[src/rtl/vend_pkg.sv]
// Shared definitions for the beverage vending front-end: FSM states,
// coin denominations, default prices and timing constants.
package vend_pkg;

    typedef enum logic [2:0] {
        IDLE   = 3'd0,
        CREDIT = 3'd1,
        ISSUE  = 3'd2,
        WAIT   = 3'd3,
        PAYOUT = 3'd4
    } vend_state_e;

    localparam logic [9:0] COIN_NICKEL  = 10'd5;
    localparam logic [9:0] COIN_DIME    = 10'd10;
    localparam logic [9:0] COIN_QUARTER = 10'd25;
    localparam logic [9:0] COIN_DOLLAR  = 10'd100;

    // Prices must agree with the dispenser's own price table.
    localparam logic [9:0] VALUE_BEV1 = 10'd175;
    localparam logic [9:0] VALUE_BEV2 = 10'd75;
    localparam logic [9:0] VALUE_BEV3 = 10'd200;

    localparam logic [9:0]  DEF_MAX_CREDIT = 10'd1000;
    localparam logic [15:0] DEF_IDLE_TO    = 16'd5000;
    localparam logic [3:0]  DEF_DISP_TO    = 4'd8;

    // True for the four denominations the coin mechanism may deliver.
    function automatic logic coin_is_legal(input logic [9:0] value);
        logic legal;
        case (value)
            COIN_NICKEL, COIN_DIME, COIN_QUARTER, COIN_DOLLAR: legal = 1'b1;
            default:                                         legal = 1'b0;
        endcase
        return legal;
    endfunction

endpackage

[src/rtl/vend_coin_acc.sv]
// Coin acceptor: legality check, capped credit adder and accept/reject pulses.
// The credit register itself lives in the top; this block tells it when and
// what to load.
module vend_coin_acc
    import vend_pkg::*;
#(
    parameter logic [9:0] MAX_CREDIT = DEF_MAX_CREDIT
)(
    input  logic       clk,
    input  logic       rst_n,
    input  logic       coin_valid,
    input  logic [9:0] coin_value,
    input  logic [9:0] credit,
    input  logic       allow,
    output logic       coin_add,
    output logic [9:0] credit_sum,
    output logic       coin_accept,
    output logic       coin_reject
);

    logic [10:0] sum_s;
    logic        fits_s;
    logic        add_s;
    logic        accept_r;
    logic        reject_r;

    // Eleven-bit sum so an over-cap coin cannot wrap into a small credit.
    always_comb begin
        sum_s  = {1'b0, credit} + {1'b0, coin_value};
        fits_s = (sum_s <= {1'b0, MAX_CREDIT});
        add_s  = coin_valid && allow && coin_is_legal(coin_value) && fits_s;
    end

    // One-cycle accept/reject pulses, aligned with the credit update.
    always_ff @(posedge clk or negedge rst_n) begin
        if (!rst_n) begin
            accept_r <= 1'b0;
            reject_r <= 1'b0;
        end else begin
            accept_r <= add_s;
            reject_r <= coin_valid && !add_s;
        end
    end

    assign coin_add    = add_s;
    assign credit_sum  = sum_s[9:0];
    assign coin_accept = accept_r;
    assign coin_reject = reject_r;

endmodule

[src/rtl/vend_sequencer.sv]
// Vending front-end controller: accumulates credit, issues one request to the
// dispenser, waits for its response and pays out change or a refund.
module vend_sequencer
    import vend_pkg::*;
#(
    parameter logic [9:0]  PRICE1     = VALUE_BEV1,
    parameter logic [9:0]  PRICE2     = VALUE_BEV2,
    parameter logic [9:0]  PRICE3     = VALUE_BEV3,
    parameter logic [9:0]  MAX_CREDIT = DEF_MAX_CREDIT,
    parameter logic [15:0] IDLE_TO    = DEF_IDLE_TO,
    parameter logic [3:0]  DISP_TO    = DEF_DISP_TO
)(
    input  logic       clk,
    input  logic       rst_n,
    input  logic       coin_valid,
    input  logic [9:0] coin_value,
    output logic       coin_accept,
    output logic       coin_reject,
    input  logic [2:0] sel,
    input  logic       cancel,
    output logic [9:0] credit,
    output logic       busy,
    output logic       low_credit,
    output logic [9:0] disp_money,
    output logic [2:0] disp_bev,
    input  logic [2:0] disp_out,
    input  logic [9:0] disp_change,
    output logic       refund_valid,
    output logic [9:0] refund_amt,
    output logic       vend_done,
    output logic       fault
);

    vend_state_e state_r, state_nxt_s;

    logic [9:0]  credit_r;
    logic [2:0]  bev_r;
    logic [3:0]  wait_cnt_r;
    logic [15:0] idle_cnt_r;

    logic [2:0]  sel_onehot_s;
    logic [9:0]  sel_price_s;
    logic        sel_ok_s;
    logic        low_s;
    logic        idle_exp_s;
    logic        allow_s;
    logic        disp_ok_s;
    logic        disp_bad_s;
    logic        wait_exp_s;
    logic        coin_add_s;
    logic [9:0]  credit_sum_s;

    logic        enter_issue_s;
    logic        enter_pay_s;
    logic        vend_ok_s;
    logic        busy_s;
    logic        fault_s;
    logic [9:0]  disp_money_s;
    logic [2:0]  disp_bev_s;
    logic [9:0]  refund_amt_s;

    logic        busy_r;
    logic        low_credit_r;
    logic [9:0]  disp_money_r;
    logic [2:0]  disp_bev_r;
    logic        refund_valid_r;
    logic [9:0]  refund_amt_r;
    logic        vend_done_r;
    logic        fault_r;

    // Selection encoder: lowest-numbered beverage wins when several are requested.
    always_comb begin
        if (sel[0]) begin
            sel_onehot_s = 3'b001;
            sel_price_s  = PRICE1;
        end else if (sel[1]) begin
            sel_onehot_s = 3'b010;
            sel_price_s  = PRICE2;
        end else if (sel[2]) begin
            sel_onehot_s = 3'b100;
            sel_price_s  = PRICE3;
        end else begin
            sel_onehot_s = 3'b000;
            sel_price_s  = 10'd0;
        end
    end

    // Event decode; cancel beats selection beats coin, and a consumed cycle rejects coins.
    always_comb begin
        idle_exp_s = (idle_cnt_r == (IDLE_TO - 16'd1));
        sel_ok_s   = (sel_onehot_s != 3'b000) && (credit_r >= sel_price_s);
        low_s      = (state_r == CREDIT) && !cancel && (sel_onehot_s != 3'b000)
                     && !sel_ok_s && !idle_exp_s;
        disp_ok_s  = (disp_out == bev_r);
        disp_bad_s = (disp_out != 3'b000) && !disp_ok_s;
        wait_exp_s = (wait_cnt_r == (DISP_TO - 4'd1));
        if (fault_r) begin
            allow_s = 1'b0;
        end else if (state_r == IDLE) begin
            allow_s = 1'b1;
        end else if (state_r == CREDIT) begin
            allow_s = !(cancel || sel_ok_s || idle_exp_s);
        end else begin
            allow_s = 1'b0;
        end
    end

    vend_coin_acc #(
        .MAX_CREDIT (MAX_CREDIT)
    ) u_coin_acc (
        .clk         (clk),
        .rst_n       (rst_n),
        .coin_valid  (coin_valid),
        .coin_value  (coin_value),
        .credit      (credit_r),
        .allow       (allow_s),
        .coin_add    (coin_add_s),
        .credit_sum  (credit_sum_s),
        .coin_accept (coin_accept),
        .coin_reject (coin_reject)
    );

    // State register.
    always_ff @(posedge clk or negedge rst_n) begin
        if (!rst_n) begin
            state_r <= IDLE;
        end else begin
            state_r <= state_nxt_s;
        end
    end

    // Next-state logic.
    always_comb begin
        state_nxt_s = state_r;
        case (state_r)
            IDLE: begin
                if (coin_add_s) state_nxt_s = CREDIT;
                else            state_nxt_s = IDLE;
            end
            CREDIT: begin
                if (cancel)          state_nxt_s = PAYOUT;
                else if (sel_ok_s)   state_nxt_s = ISSUE;
                else if (idle_exp_s) state_nxt_s = PAYOUT;
                else                 state_nxt_s = CREDIT;
            end
            ISSUE: begin
                state_nxt_s = WAIT;
            end
            WAIT: begin
                if (disp_ok_s || disp_bad_s || wait_exp_s) state_nxt_s = PAYOUT;
                else                                       state_nxt_s = WAIT;
            end
            PAYOUT: begin
                state_nxt_s = IDLE;
            end
            default: begin
                state_nxt_s = IDLE;
            end
        endcase
    end

    // Output logic: next values of the registered outputs, set on entry to a state.
    always_comb begin
        enter_issue_s = (state_r == CREDIT) && (state_nxt_s == ISSUE);
        enter_pay_s   = (state_r != PAYOUT) && (state_nxt_s == PAYOUT);
        vend_ok_s     = (state_r == WAIT) && disp_ok_s;
        busy_s        = (state_nxt_s == ISSUE) || (state_nxt_s == WAIT)
                        || (state_nxt_s == PAYOUT);
        fault_s       = fault_r || ((state_r == WAIT) && enter_pay_s && !vend_ok_s);
        if (enter_issue_s) begin
            disp_money_s = credit_r;
            disp_bev_s   = sel_onehot_s;
        end else begin
            disp_money_s = 10'd0;
            disp_bev_s   = 3'b000;
        end
        if (enter_pay_s && vend_ok_s) begin
            refund_amt_s = disp_change;
        end else if (enter_pay_s) begin
            refund_amt_s = credit_r;
        end else begin
            refund_amt_s = 10'd0;
        end
    end

    // Credit, latched selection and the two watchdog counters.
    always_ff @(posedge clk or negedge rst_n) begin
        if (!rst_n) begin
            credit_r   <= 10'd0;
            bev_r      <= 3'b000;
            wait_cnt_r <= 4'd0;
            idle_cnt_r <= 16'd0;
        end else begin
            if (enter_pay_s) begin
                credit_r <= 10'd0;
            end else if (coin_add_s) begin
                credit_r <= credit_sum_s;
            end else begin
                credit_r <= credit_r;
            end
            if (enter_issue_s) begin
                bev_r <= sel_onehot_s;
            end else begin
                bev_r <= bev_r;
            end
            if ((state_r == WAIT) && (state_nxt_s == WAIT)) begin
                wait_cnt_r <= wait_cnt_r + 4'd1;
            end else begin
                wait_cnt_r <= 4'd0;
            end
            if ((state_r == CREDIT) && (state_nxt_s == CREDIT) && !coin_add_s && !low_s) begin
                idle_cnt_r <= idle_cnt_r + 16'd1;
            end else begin
                idle_cnt_r <= 16'd0;
            end
        end
    end

    // Registered outputs; fault stays set until reset.
    always_ff @(posedge clk or negedge rst_n) begin
        if (!rst_n) begin
            busy_r         <= 1'b0;
            low_credit_r   <= 1'b0;
            disp_money_r   <= 10'd0;
            disp_bev_r     <= 3'b000;
            refund_valid_r <= 1'b0;
            refund_amt_r   <= 10'd0;
            vend_done_r    <= 1'b0;
            fault_r        <= 1'b0;
        end else begin
            busy_r         <= busy_s;
            low_credit_r   <= low_s;
            disp_money_r   <= disp_money_s;
            disp_bev_r     <= disp_bev_s;
            refund_valid_r <= enter_pay_s;
            refund_amt_r   <= refund_amt_s;
            vend_done_r    <= enter_pay_s && vend_ok_s;
            fault_r        <= fault_s;
        end
    end

    assign credit       = credit_r;
    assign busy         = busy_r;
    assign low_credit   = low_credit_r;
    assign disp_money   = disp_money_r;
    assign disp_bev     = disp_bev_r;
    assign refund_valid = refund_valid_r;
    assign refund_amt   = refund_amt_r;
    assign vend_done    = vend_done_r;
    assign fault        = fault_r;

endmodule

[config.mk]
export PLATFORM = sky130hd
export DESIGN_NAME = vend_sequencer
export DESIGN_NICKNAME = d
export VERILOG_FILES = /design/src/rtl/vend_pkg.sv /design/src/rtl/vend_coin_acc.sv /design/src/rtl/vend_sequencer.sv
export SDC_FILE = /design/constraint.sdc
export NUM_CORES = 1
export LEC_CHECK = 0
export CAP_MARGIN = 15
export CORE_AREA = 2 2 97 99
export DETAILED_ROUTE_END_ITERATION = 10
export DIE_AREA = 0 0 99 101
export HOLD_SLACK_MARGIN = 0.06
export PLACE_DENSITY = 0.73
export SETUP_SLACK_MARGIN = 0.3
export SLEW_MARGIN = 5
export SYNTH_ARGS = -nofsm -noshare
export SYNTH_HDL_FRONTEND = slang
export SYNTH_SLANG_ARGS = --single-unit
[constraint.sdc]
create_clock -name clk -period 3.8 [get_ports clk]
set_input_delay 0.95 -clock clk [delete_from_list [all_inputs] [get_ports clk]]
set_output_delay 0.95 -clock clk [all_outputs]
set_load 0.03 [all_outputs]
Word-level counts from Yosys, hierarchy flattened:

Cells that the tools add are included.

* add/subtract/negate cells: 3
* multiply operators: 0
* div/mod/pow operators: 0
* $lt $le $gt $ge: 2
* equal/unequal tests: 15
* shift-type cells: 0
* multiplexer cells: 24
* bitwise gates (word level): 0
* reductions and logical operators: 40

Operators by type and width (number)
* 2-to-1 mux 10 bit: 6
* 2-to-1 mux 3 bit: 8
* logical AND 1 bit: 20
* adder 16 x 1 -> 16 bit, second input constant: 1
* equality test 16 x 13 -> 1 bit, second input constant: 1
* 2-to-1 mux 16 bit: 1
* 2-to-1 mux 8 bit: 2
* equality test 3 x 2 -> 1 bit, second input constant: 4
* case mux 3 bit (4 select lines): 1
* adder 10 x 10 -> 11 bit: 1
* less-or-equal comparator 11 x 10 -> 1 bit, second input constant: 1
* equality test 10 x 3 -> 1 bit, second input constant: 1
* equality test 10 x 4 -> 1 bit, second input constant: 1
* equality test 10 x 5 -> 1 bit, second input constant: 1
* equality test 10 x 7 -> 1 bit, second input constant: 1
* >= comparator 10 bit: 1
* logical NOT 1 bit: 8
* logical OR 1 bit: 7
* equality test 3 x 1 -> 1 bit, second input constant: 2
* nonzero test 3 bit: 2
* 2-to-1 mux 1 bit: 5
* adder 4 x 1 -> 4 bit, second input constant: 1
* equality test 4 x 3 -> 1 bit, second input constant: 1
* 2-to-1 mux 4 bit: 1
* other kinds (6): 6

* register bits after elaboration: 66
* bits in latches: 0
* RAM bits: 0
* ROM bits: 0
* input port bits: 30
* output and inout port bits: 40
* logic and storage cells: 99
* memories kept: 0

Logic depth before layout (Yosys ltp):

Gate-level depths: netlist (run 1).

* word-level depth: 21
* mapped depth: 12
* gate-level depth less buffers: 10

Hierarchy:

From an unflattened synthesis (run 1), not the netlist that was laid out.

* cell total of the unflattened synthesis: 345
* area total of the unflattened synthesis: 3676.0 µm²

Modules (own cells, without submodules)
* vend_sequencer: times used 1, cells an instance 265, area each 3030.4 µm², seq. area each 1601.5 µm²
* vend_coin_acc: times used 1, cells an instance 80, area each 645.6 µm², seq. area each 50.0 µm²

Least setup slack after synthesis (run 1):

No wires, ideal clock.

* kind: input to register
* from: in coin_value[0]
* to: reg credit_r[5] (netlist: credit[5])
* library setup time: 79 ps
* arrival: 3296 ps
* required time: 3721 ps
* path slack: 424 ps
* stages: 11
* cell sequence: ha_1 inv_1 fa_1 nand2b_1 a211o_1 a31oi_1 xor2_1 and4_4 a211oi_4 buf_6 mux2i_1

* cells in the longest elaborated chain, start to end: 10
* elaborated cells on any way between the ends: 17
* classes of those cells: 1 x add/sub; 1 x order compare; 5 x eq/ne; 5 x mux; 5 x reduce/logical

RTL lines
* start: declaration: RTL line vend_sequencer.sv:16 `input logic [9:0] coin_value,`
* parallel branches: the longest is 10 deep, another holds adder 10 x 10 -> 11 bit
* end signal: assignment: RTL line vend_sequencer.sv:197 `credit_r <= credit_sum_s;`
* end signal: assignment: RTL line vend_sequencer.sv:199 `credit_r <= credit_r;`
* end: declaration: RTL line vend_sequencer.sv:36 `logic [9:0] credit_r;`

Parallel ways; which one is timed is not known. The select of a mux whose other input is x is not followed.
A chain may end at the register's enable or synchronous reset.

Final worst setup path (run 1):

* from: in coin_value[0]
* to: reg idle_cnt_r[9]

* cells in the longest elaborated chain, start to end: 12
* elaborated cells on any way between the ends: 18
* classes of those cells: 1 x add/sub; 1 x order compare; 5 x eq/ne; 4 x mux; 7 x reduce/logical

RTL lines
* parallel branches: the longest is 4 deep, another holds adder 10 x 10 -> 11 bit
* logical AND 1 bit (*): RTL line vend_coin_acc.sv:31 `add_s = coin_valid && allow && coin_is_legal(coin_value) && fits_s;`
* 2-to-1 mux 1 bit: RTL line vend_sequencer.sv:137 `if (coin_add_s) state_nxt_s = CREDIT;`
* case mux 3 bit (4 select lines): RTL line vend_sequencer.sv:135 `case (state_r)`
* equality test 3 x 1 -> 1 bit: RTL line vend_sequencer.sv:211 `if ((state_r == CREDIT) && (state_nxt_s == CREDIT) && !coin_add_s && !low_s) begin`
* logical AND 1 bit: RTL line vend_sequencer.sv:211
* logical AND 1 bit (*) (2 in series): RTL line vend_sequencer.sv:211
* 2-to-1 mux 16 bit (*): RTL line vend_sequencer.sv:211
* end signal: assignment: RTL line vend_sequencer.sv:212 `idle_cnt_r <= idle_cnt_r + 16'd1;`
* end: declaration: RTL line vend_sequencer.sv:39 `logic [15:0] idle_cnt_r;`

Mark *: on every way between the ends.

==> metrics, run 1 <==
status finished clean; die height 101 µm; WL met3 511 µm; Worst R2R End idle_cnt_r[9]$_DFF_PN0_; worst-case hold path end point wait_cnt_r[0]$_DFF_PN0_; Synth Register Bits 66; Fmax approximately 300 MHz; post-route ant nets 0; initial antenna violation count 0; Top-Level Pins 70; Crit Path Category primary input to flop; Tmin final 3.382 ns; Routed WL per cell about 16 µm; multi-input logic area between 0.0015 and 0.002 mm²; Total GRT Usage about 18%; FILL cells just under 800; global-route wire length before repair 14,500 µm; clk sink count 66; die area roughly 0.010 mm²; Clk pwr share 37.8%; DRC 0; VDD IR max about 0.00016 V; Setup Viol. Count Final 0; CTS tree done; Die X 99 µm; sequential fraction of the synthesis area 46.78%; Yosys cell types between 50 and 60; final net count 498; Final Skew 0.01291 ns; Post-synth EDFFs 0; clk slew on worst S/H paths around 0.07 ns; Synth Warn # 0; worst slew pin tran 0.7035 ns; starting DRC count in detailed routing between 100 and 150; drt via density 5.238; Met2 Wirelength ~4300 µm; Layout area overhead 39.19%; Sw Share 28.24%; Max Used Layer met4; final wirelength between 8000 and 9000 µm; Tot Pwr 1873 µW; share of the synthesized area in the top cell type a little under half; Synth Flop Type dfrtp_1; H-tree level count 3; Port Buffers 69; vias slightly below 3,000; maxcap violations 0; clk buf depth 2; final hold violations 0; hpwl dp 6378 µm; Synth Instances 350; GP Congestion 0.8391; Clock Latency Late Sink 0.35 ns; FF-to-FF path depth 13; Relative slew margins about 53%; largest net degree at the start of global routing 35; fin crit share around nine tenths; CTS Root Cell clkbuf_8; Synth area leader dfrtp_1; Hold Path Depth 1; syn_area_per_cell 10.09 µm²; reg2reg start credit[0]$_DFFE_PN0P_; leakage power 0.002162 µW; CP Launch Type primary input; Pwr Density 381.2 mW/mm²; HP Class flop to flop; switching pwr 529.0 µW; R2R Setup Slk 0.84 ns; CP arrival between 3 and 4 ns; synth top area cells dfrtp_1 (47%), ha_1 (6.7%), mux2i_1 (5.1%); vias in the first global route 2,977; 1st-pass router iterations 4; internal power ~1300 µW; Syn Std Cell Area 0.003531 mm²; hold path startpoint wait_cnt_r[0]$_DFF_PN0_; Starting Density 39.33%; share of cells above drive strength 1 16.34%; syn nets 400; Max FO, Critical Path 13; sequential cell area roughly 0.0017 mm²; final setup margin 0.4175 ns; FFs w/ async S/R, synth 100.0%; met1 WL 3982 µm; Logic pwr share 21.8%; Max Slew Vio Count 0; Core ar. around 0.0090 mm²; Worst Setup SP coin_value[0]; TritonCTS buffer count 9; ANT cells 0; Req. time, crit path 4.05 ns; RSZ-0062 raised after global routing false; setup slack after placement -0.1541 ns; Rows 35; Worst setup EP type flop; global route overflow 0; Reg power frac 40.4%
[sequential cells by signal (all words and copies together) (netlist names)]
name,cells
credit,10
refund_valid,1
vend_done,1
idle_cnt_r,16
wait_cnt_r,4
disp_bev,3
u_coin_acc.coin_reject,1
fault,1
state_r,3
busy,1
bev_r,3
u_coin_acc.coin_accept,1
disp_money,10
refund_amt,10
low_credit,1
[cells in the final DEF, fill, tap and decap left out, types with 3 or more instances in the layout]
cell | netlist | routed
mux2i_1 | 18 | 18
nand4_1 | 3 | 3
xor2_1 | 14 | 12
nor2b_1 | 4 | 4
nor3_2 | 0 | 4
nand2_1 | 21 | 21
nor3_1 | 22 | 18
clkbuf_8 | 0 | 9
nand2b_1 | 3 | 3
a21oi_1 | 9 | 8
and3_1 | 7 | 7
o21bai_1 | 3 | 3
nor4_1 | 5 | 4
clkdlybuf4s50_1 | 0 | 65
a211oi_2 | 1 | 4
and2_1 | 8 | 8
dfrtp_1 | 66 | 66
a21o_1 | 5 | 5
o21ai_0 | 20 | 19
buf_4 | 1 | 23
xnor2_1 | 10 | 10
ha_1 | 19 | 17
nand3_1 | 13 | 13
inv_1 | 14 | 13
nor2_1 | 39 | 39
or2_2 | 3 | 3
bufinv_16 | 0 | 3
[per-stage QoR]
stage                     instances  area [µm²]  setup TNS [ns]  hold slack [ns]  utilization [%]
final                           564        4915               0           0.4732            54.75
after global routing            564        4915               0           0.5079            54.75
after CTS                       558        4761               0           0.4803            53.03
after detailed placement        539        4456          -2.333           0.4697            49.63
after global placement          539        4456         -0.2693           0.4512            49.63
after floorplan                 350        3531               0           0.4331                -
[worst max-delay path, stage by stage]
cell           delay (ns)
dlygate4sd2_1        0.26
ha_1                 0.19
inv_1                0.06
fa_2                 0.33
nand2b_1             0.17
a211o_1              0.35
a31oi_4              0.19
xor2_2               0.18
and4_4               0.27
a211oi_4             0.06
buf_4                0.17
buf_6                0.12
buf_16               0.14
nor3_1               0.18
[power by group through the flow]
stage	sequential, µW	combinational [µW]	clock [µW]
floorplan	787	195	0
global placement	768	365	0
detailed placement	769	370	0
CTS	756	384	719
global route	761	448	752
finish	757	408	709
[cells by family after synthesis]
| logic type | Yosys count | share of synthesized area (%) |
|---|---|---|
| AOI/OAI and AO/OA | 61 | 12.19 |
| xor gates and xnor gates | 24 | 5.953 |
| adders and majority gates | 20 | 7.300 |
| buffers and inverters | 23 | 2.835 |
| DFF | 66 | 46.78 |
| muxes | 19 | 5.422 |
| and+or+nand+nor | 137 | 19.53 |
[how the worst max path moves through the flow]
stage	to	slack, ns	cells after the start
after floorplan	credit[5]$_DFFE_PN0P_	0.42	11
after global placement	credit[1]$_DFFE_PN0P_	-0.03	12
after detailed placement	credit[5]$_DFFE_PN0P_	-0.15	12
after CTS	idle_cnt_r[15]$_DFF_PN0_	0.32	11
after global routing	idle_cnt_r[10]$_DFF_PN0_	0.25	14
final	idle_cnt_r[9]$_DFF_PN0_	0.42	14
[synth_stat cells (5+ instances only)]
library cell   n
a21oi_1        9
nor3_1        22
nand2_1       21
xor2_1        14
ha_1          19
nor2_1        39
and2_1         8
a21o_1         5
o21ai_0       20
a211oi_1       5
nor4_1         5
inv_1         14
nand3_1       13
xnor2_1       10
and3_1         7
mux2i_1       18
dfrtp_1       66
[area by class of cell]
cell class | count | share of cell area [%]
inverters | 14 | 1.069
clock inverters | 7 | 2.393
well taps | 111 | 2.826
flip-flops and latches | 66 | 33.60
multi-input cells | 261 | 38.34
repair buffers | 96 | 19.25
clock buffers | 9 | 2.520
[routing by layer]
layer | track usage (%) | vias up
met3 | 4.646 | 9
li1 | - | 1438
met1 | 24.67 | 1432
met2 | 29.68 | 75
met4 | 4.847 | 0
met5 | 0 | -
[timing repair]
item	4_1_cts	5_1_grt
setup buffers	2	5
gates cloned	1	1
hold buffers	0	0
pin swaps	3	6
gates resized for setup	4	23
setup endpoints to repair	23	30
endpoints found under the hold margin	0	0
Power figures use the tool's default switching activity.
==> run 2, diff against run 1 <==
Settings changed: PLACE_DENSITY 0.73 to 0.7.
==> run 2 against run 1 <==
Net effect: register-to-register slack better by 0.07 ns; non-clock buffer count increased by 2; cell count grew 0.35%; worst setup slack lost 0.017 ns; largest power group unchanged; maximum frequency is 0.51% lower; sequential power is essentially flat; design area fell by 1.1%.
==> metrics, run 2 (synthesis gave the netlist of run 1 again) <==
status finished clean; commonest non-fill, non-tap cell in the layout clkdlybuf4s50_1; 1st-pass router iterations 6; leading cell types in the layout, fill and taps excluded clkdlybuf4s50_1 (67), dfrtp_1 (66), nor2_1 (39), buf_4 (24), nand2_1 (21); Max Slew Vio Count 0; FF-to-FF path depth 12; max reg flops 16; post-route ant nets 0; TritonCTS buffer count 9; die height 101 µm; Relative slew margins 57.31%; Worst R2R End state_r[0]$_DFF_PN0_; Routed WL per cell ~15 µm; leakage power 0.002153 µW; fin crit share 89.47%; initial antenna violation count 0; vias in the first global route 2,832; ANT cells 0; CTS tree done; global-route wire length before repair 14,030 µm; clk buf depth 2; R2R Setup Slk just over 0.9 ns; Hold Path Depth 1; setup slack after placement -0.1223 ns; Port Buffers 69; worst slew pin tran 0.6388 ns; vias around 2,900; FILL cells 789; cts hold-fix bufs 0; Crit Path Category primary input to flop; maxcap violations 0; VDD IR max 0.0001880 V; sequential cell area around 0.0017 mm²; Pwr Density about 360 mW/mm²; final hold violations 0; Max FO, Critical Path 13; final wirelength around 8700 µm; Setup Viol. Count Final 0; Final Skew around 0.013 ns; DRC 0; Core ar. 0.008977 mm²; Total GRT Usage 17.82%; Rows 35; HP Class flop to flop; die area 0.009999 mm²; drt via density 5.187; Tmin final 3.400 ns; starting DRC count in detailed routing 67; post-layout util around 54%; worst-case hold path end point wait_cnt_r[0]$_DFF_PN0_; Worst setup EP type flop; Die X between 90 and 100 µm; GP Congestion about 0.9; CP arrival 3.64 ns; final setup margin 0.4001 ns; Finished Layout Cells 566; Clock Latency Late Sink 0.35 ns; Fmax roughly 290 MHz; multi-input logic area around 0.0018 mm²; share of cells above drive strength 1 15.82%; Largest Register idle_cnt_r; H-tree level count 3; hold_ws 0.4760 ns; hpwl dp 6373 µm; clk slew on worst S/H paths ~0.08 ns; Cells after DPL 543; final net count 500; largest net degree at the start of global routing 49; Top-Level Pins 70; RSZ-0062 raised after global routing false; global route overflow 0; Req. time, crit path approximately 4.0 ns; clk sink count between 60 and 70; reg2reg start credit[0]$_DFFE_PN0P_; Layout area overhead 37.70%; Starting Density slightly below 40%; hold path startpoint wait_cnt_r[0]$_DFF_PN0_; CTS Root Cell clkbuf_8; CP Launch Type primary input
-- run 2: power breakdown --
group | switching, µW | internal [µW] | total, µW
sequential | 32.4 | 724 | 756
clock | 295 | 313 | 608
combinational | 215 | 185 | 400
-- run 2: repair_timing --
| action | CTS | global route |
|---|---|---|
| resized for setup | 1 | 16 |
| endpoints found under the setup margin | 10 | 39 |
| cloned | 1 | 0 |
| setup buffers | 1 | 4 |
| pin swaps | 3 | 6 |
-- run 2: how the worst max path moves through the flow --
stage | startpoint | endpoint | slack (ns) | cells after the start
after floorplan | coin_value[0] | credit[5]$_DFFE_PN0P_ | 0.42 | 11
after global placement | coin_value[0] | credit[0]$_DFFE_PN0P_ | -0.02 | 12
after detailed placement | coin_value[0] | credit[5]$_DFFE_PN0P_ | -0.12 | 12
after CTS | coin_value[0] | idle_cnt_r[11]$_DFF_PN0_ | 0.27 | 12
after global routing | coin_value[1] | idle_cnt_r[1]$_DFF_PN0_ | 0.30 | 12
final | coin_value[1] | state_r[0]$_DFF_PN0_ | 0.40 | 12
-- run 2: worst max-delay path, cell delays in order --
cell,delay (ns)
clkdlybuf4s50_1,0.49
inv_2,0.06
fa_2,0.39
nand2b_4,0.15
a211o_1,0.33
a31oi_2,0.24
xor2_1,0.21
and4_4,0.27
a211oi_4,0.08
buf_6,0.15
buf_16,0.14
a21o_1,0.18
-- run 2: per-layer routing --
layer  vias up  share of wire, %  wire length, µm  GRT usage [%]
li1       1447                 -                -              -
met5         -                 0                0              0
met1      1424                47             4110          23.96
met4         0              0.42               37          4.847
met2        61                49             4251          29.16
met3         4               3.6              310          4.022
-- run 2: through the flow --
stage	instance area (µm²)	total power, µW	setup TNS [ns]
final	4862	1764	0
after detailed placement	4498	1147	-1.985
after CTS	4750	1763	0
after floorplan	3531	982.0	0
after global placement	4498	1142	-0.1563
after global routing	4862	1858	0
-- run 2: area by class of cell --
cell class / count / area share, %
multi-input cells: 261 / 37.98
flip-flops and latches: 66 / 33.97
repair buffers: 98 / 19.89
well taps: 111 / 2.856
clock buffers: 9 / 2.548
clock inverters: 7 / 1.673
inverters: 14 / 1.081
==> RTL edit 1, RTL diff (settings of run 1) <==
Register the output `low_credit` once more, cleared by the reset; this adds one clock of latency there. The other outputs are not delayed to match.
--- a/src/rtl/vend_sequencer.sv
+++ b/src/rtl/vend_sequencer.sv
@@ -241,7 +241,13 @@
 
     assign credit       = credit_r;
     assign busy         = busy_r;
-    assign low_credit   = low_credit_r;
+    always_ff @(posedge clk or negedge rst_n) begin
+        if (!rst_n) begin
+            low_credit <= '0;
+        end else begin
+            low_credit <= low_credit_r;
+        end
+    end
     assign disp_money   = disp_money_r;
     assign disp_bev     = disp_bev_r;
     assign refund_valid = refund_valid_r;
Formal check against the unedited RTL: not equivalent (a bounded check fails within 4 cycles, from zero or initial values and one cycle with rst_n low).
==> RTL edit 1 against run 1 <==
- wire length rose by 0.71%
- final area is 0.69% lower
- maximum frequency decreased by 1.7%
- core utilization fell by 0.38 points
- power down 8.8%
- sequential cell count is 1 higher
- synthesized cell count grew 0.29%
- die area is the same
- synthesized area rose by 0.71%
- setup slack got worse by 0.059 ns
- combinational power fell by 2%
- critical path depth decreased by 2
- clock skew about the same
- largest cell class unchanged
- largest power group unchanged
==> RTL edit 1: results (changes against run 1) <==
Status
  – Result of the run: completed (unchanged)

Synthesis
  – Synthesized-area fraction occupied by ao, oa, aoi and oai cells: 12.10% (was 12.19%)
  – Multiplexer share of the synthesized area: 5.384% (was 5.422%)
  – Fraction of synthesized cell area in xor and xnor cells: 5.911% (was 5.953%)
  – Sequential element share of the synthesized area: 47.15% (was 46.78%)
  – Leading post-synthesis cells by instance count: sky130_fd_sc_hd__dfrtp_1 (67), sky130_fd_sc_hd__nor2_1 (39), sky130_fd_sc_hd__nor3_1 (22) (was sky130_fd_sc_hd__dfrtp_1 (66), sky130_fd_sc_hd__nor2_1 (39), sky130_fd_sc_hd__nor3_1 (22))
  – Adder and majority cell fraction of the synthesized area: 7.248% (was 7.300%)

STA
  – Transition time at the pin with the least slew margin: 0.9028 ns (was 0.7035 ns)

Final layout
  – Area of the multi-input gates: 0.001892 mm² (was 0.001884 mm²)
  – Share of post-route cells with drive strength above 1: 16.56% (was 16.34%)
  – Non-clock buffer contribution to total cell area: 19.25% (about the same)
  – Count of buffers not belonging to the clock network in the layout: 95 (was 96)

Global route
  – All-Layer GR Usage: 18.58% (was 18.34%)
  – Largest net degree at the start of global routing: 44 (was 35)
  – Number of global-route vias before repair: 2996 (was 2977)

Power and ir drop
  – Part of the total power dissipated in combinational logic: 23.3% (was 21.8%)
  – Flop+latch power: 0.768 mW (was 0.757 mW)
  – Worst vdd ir: 0.1933 mV (was 0.1626 mV)

Setup path
  – Largest stage delay on the critical path: 0.59 ns (was 0.35 ns)
  – Critical path arrival: 3.69 ns (was 3.63 ns)
  – CP max stage cell: sky130_fd_sc_hd__clkdlybuf4s50_1 (was sky130_fd_sc_hd__a211o_1)

Detailed routing
  – Total wirelength of the detailed-routed design: 8910 µm (was 8847 µm)
  – First-iteration detailed-routing DRC count: 145 (was 104)
  – Post-detailed-route via-to-cell ratio: 5.314 (was 5.238)

Clocking
  – Sink Count: 67 (was 66)

Placement
  – RePlAce Congestion: 0.8812 (was 0.8391)
[RTL edit 1: cell count changes in the layout (fill, tap and decap cells not counted), sizes merged]
cell,run 1,this run
clkdlybuf4s50,65,66
inv,14,17
buf,27,26
clkinv,4,1
dlygate4sd2,1,0
clkinvlp,0,3
dfrtp,66,67
bufinv,3,0
[RTL edit 1: what timing repair did]
action | 4_1_cts | 5_1_grt
setup endpoints to repair | 10 | 30
resized for setup | 3 | 25
gates cloned | 1 | 1
setup buffers | 1 | 4
pin swaps | 2 | 6
[RTL edit 1: worst paths after layout]
check,cells after the start,start,slack [ns],end
worst min register to register,0,low_credit_r,0.36,low_credit
worst max-delay path,12,coin_value[3],0.36,idle_cnt_r[3]
min in group asynchronous,1,rst_n,0.73,idle_cnt_r[15]
worst max register to register,14,credit[0],0.74,idle_cnt_r[3]
worst min-delay path,0,low_credit_r,0.36,low_credit
max in group asynchronous,2,rst_n,2.34,disp_money[2]
[RTL edit 1: stage by stage]
step                      cells  setup slack, ns  util, %  area (µm²)  power [mW]
after floorplan             351           0.4242        -        3556      0.9935
after global placement      541         -0.01978    49.99        4488       1.140
after detailed placement    541          -0.1248    49.99        4488       1.149
after CTS                   559           0.2675    52.66        4727       1.700
after global routing        564           0.2798    54.37        4881       1.804
final                       564           0.3582    54.37        4881       1.708
[RTL edit 1: metal layers]
| layer | share of wire, % | up-vias | global-route usage [%] |
|---|---|---|---|
| met2 | 49 | 89 | 29.63 |
| met3 | 6.3 | 8 | 4.161 |
| li1 | - | 1441 | - |
| met1 | 44 | 1459 | 24.99 |
| met5 | 0 | - | 0 |
| met4 | 1.3 | 0 | 6.639 |
[RTL edit 1: kinds of logic after synthesis]
logic type      after synthesis
simple gates                137
compound gates               61
flops                        67
xor+xnor                     24
mux                          19
fa+ha+maj                    20
buf+inv                      23
==> RTL edit 2, RTL diff (settings of run 1) <==
Without the edit above. Change the package constant `DEF_MAX_CREDIT` from 10'd1000 to 10'd500.
--- a/src/rtl/vend_pkg.sv
+++ b/src/rtl/vend_pkg.sv
@@ -20,7 +20,7 @@
     localparam logic [9:0] VALUE_BEV2 = 10'd75;
     localparam logic [9:0] VALUE_BEV3 = 10'd200;
 
-    localparam logic [9:0]  DEF_MAX_CREDIT = 10'd1000;
+    localparam logic [9:0]  DEF_MAX_CREDIT = 10'd500;
     localparam logic [15:0] DEF_IDLE_TO    = 16'd5000;
     localparam logic [3:0]  DEF_DISP_TO    = 4'd8;
 
Behaviour: not the same (a bounded check fails within 10 cycles, from zero or initial values and one cycle with rst_n low).
==> RTL edit 2 against run 1 <==
- clock skew decreased by 0.0046 ns
- die area unchanged
- sequential share of layout area increased by 0.30 points
- non-clock buffer count increased by 1
- synthesized area increased by 2.3%
- cell count increased by 0.35%
- sequential cell count unchanged
- final area decreased by 0.89%
- wire length decreased by 0.76%
- setup slack got worse by 0.00087 ns
- worst hold slack improved by 0.0049 ns
- critical path type unchanged
Power is not compared: it rests on default switching activity, and its combinational part moved more than twofold at a synthesized area within 25%.
==> RTL edit 2: results (changes against run 1) <==
Status
  – Result of the run: completed (unchanged)

Synthesis
  – Leading post-synthesis cells by instance count: sky130_fd_sc_hd__dfrtp_1 (66), sky130_fd_sc_hd__nor2_1 (33), sky130_fd_sc_hd__ha_1 (19), sky130_fd_sc_hd__inv_1 (19), sky130_fd_sc_hd__and3_1 (18) (was sky130_fd_sc_hd__dfrtp_1 (66), sky130_fd_sc_hd__nor2_1 (39), sky130_fd_sc_hd__nor3_1 (22))
  – Post-synthesis net count: 404 (was 400)
  – Count of cell types in the netlist: 59 (was 54)
  – Multiplexer share of the synthesized area: 2.771% (was 5.422%)
  – Top area cells in the synthesized netlist: sky130_fd_sc_hd__dfrtp_1 (46%), sky130_fd_sc_hd__ha_1 (6.6%), sky130_fd_sc_hd__nor2_1 (3.4%) (was sky130_fd_sc_hd__dfrtp_1 (47%), sky130_fd_sc_hd__ha_1 (6.7%), sky130_fd_sc_hd__mux2i_1 (5.1%))
  – Synthesized-area fraction occupied by ao, oa, aoi and oai cells: 14.89% (was 12.19%)

Setup path
  – Beginning of the critical path: coin_value[2] (was coin_value[0])
  – Largest stage delay on the critical path: 0.46 ns (was 0.35 ns)
  – Register-to-Register Path Depth: 12 (was 13)
  – R2r endpoint: credit[7] (was idle_cnt_r[9])
  – Worst-case register-to-register setup slack: 0.93 ns (was 0.84 ns)

Detailed routing
  – Routed length on met3: 463 µm (was 511 µm)
  – Met1 Wirelength: 4097 µm (was 3982 µm)
  – Post-detailed-route via-to-cell ratio: 5.297 (was 5.238)

Final layout
  – Fillcell total: 803 (was 770)
  – Share of post-route cells with drive strength above 1: 17.58% (was 16.34%)
  – End-of-flow core utilization: 54.26% (was 54.75%)
  – Count of nets after finishing: 500 (was 498)

STA
  – Headroom to the max-slew limit: 46.71% (was 53.10%)
  – Worst Skew: 0.008324 ns (was 0.01291 ns)

Global route
  – All-Layer GR Usage: 18.03% (was 18.34%)
  – Number of global-route vias before repair: 2890 (was 2977)

Placement
  – Pre-CTS setup slack: -0.1013 ns (was -0.1541 ns)
  – Placed Cells incl. Taps: 543 (was 539)
RTL edit 2: changes by cell type after synthesis, sizes merged, moves of 3 or more:
cell	change
a211oi	-5
and2	-6
and3	+11
inv	+5
mux2i	-8
nand2	-4
nor2	+4
nor3	-12
o211ai	+14
o21ai	-3
o31ai	+6
RTL edit 2: cell type report:
type | instances | area share (%)
Multi-Input combinational cell | 257 | 38.63
Sequential cell | 66 | 33.91
Timing Repair Buffer | 97 | 18.96
Clock buffer | 11 | 3.108
Tap cell | 111 | 2.851
Inverter | 19 | 1.464
Clock inverter | 5 | 1.079
RTL edit 2: power groups by stage:
stage	sequential, mW	combinational, mW	clock, mW
2_1_floorplan	0.736	0.0685	0
3_5_place_dp	0.730	0.161	0
5_1_grt	0.718	0.190	0.635
4_1_cts	0.717	0.162	0.605
6_report	0.717	0.172	0.590
3_3_place_gp	0.730	0.157	0
RTL edit 2: repair_timing:
item	CTS	global route
hold buffers	0	0
resized for setup	0	23
setup endpoints to repair	6	41
pin swaps	2	9
buffers inserted	0	7
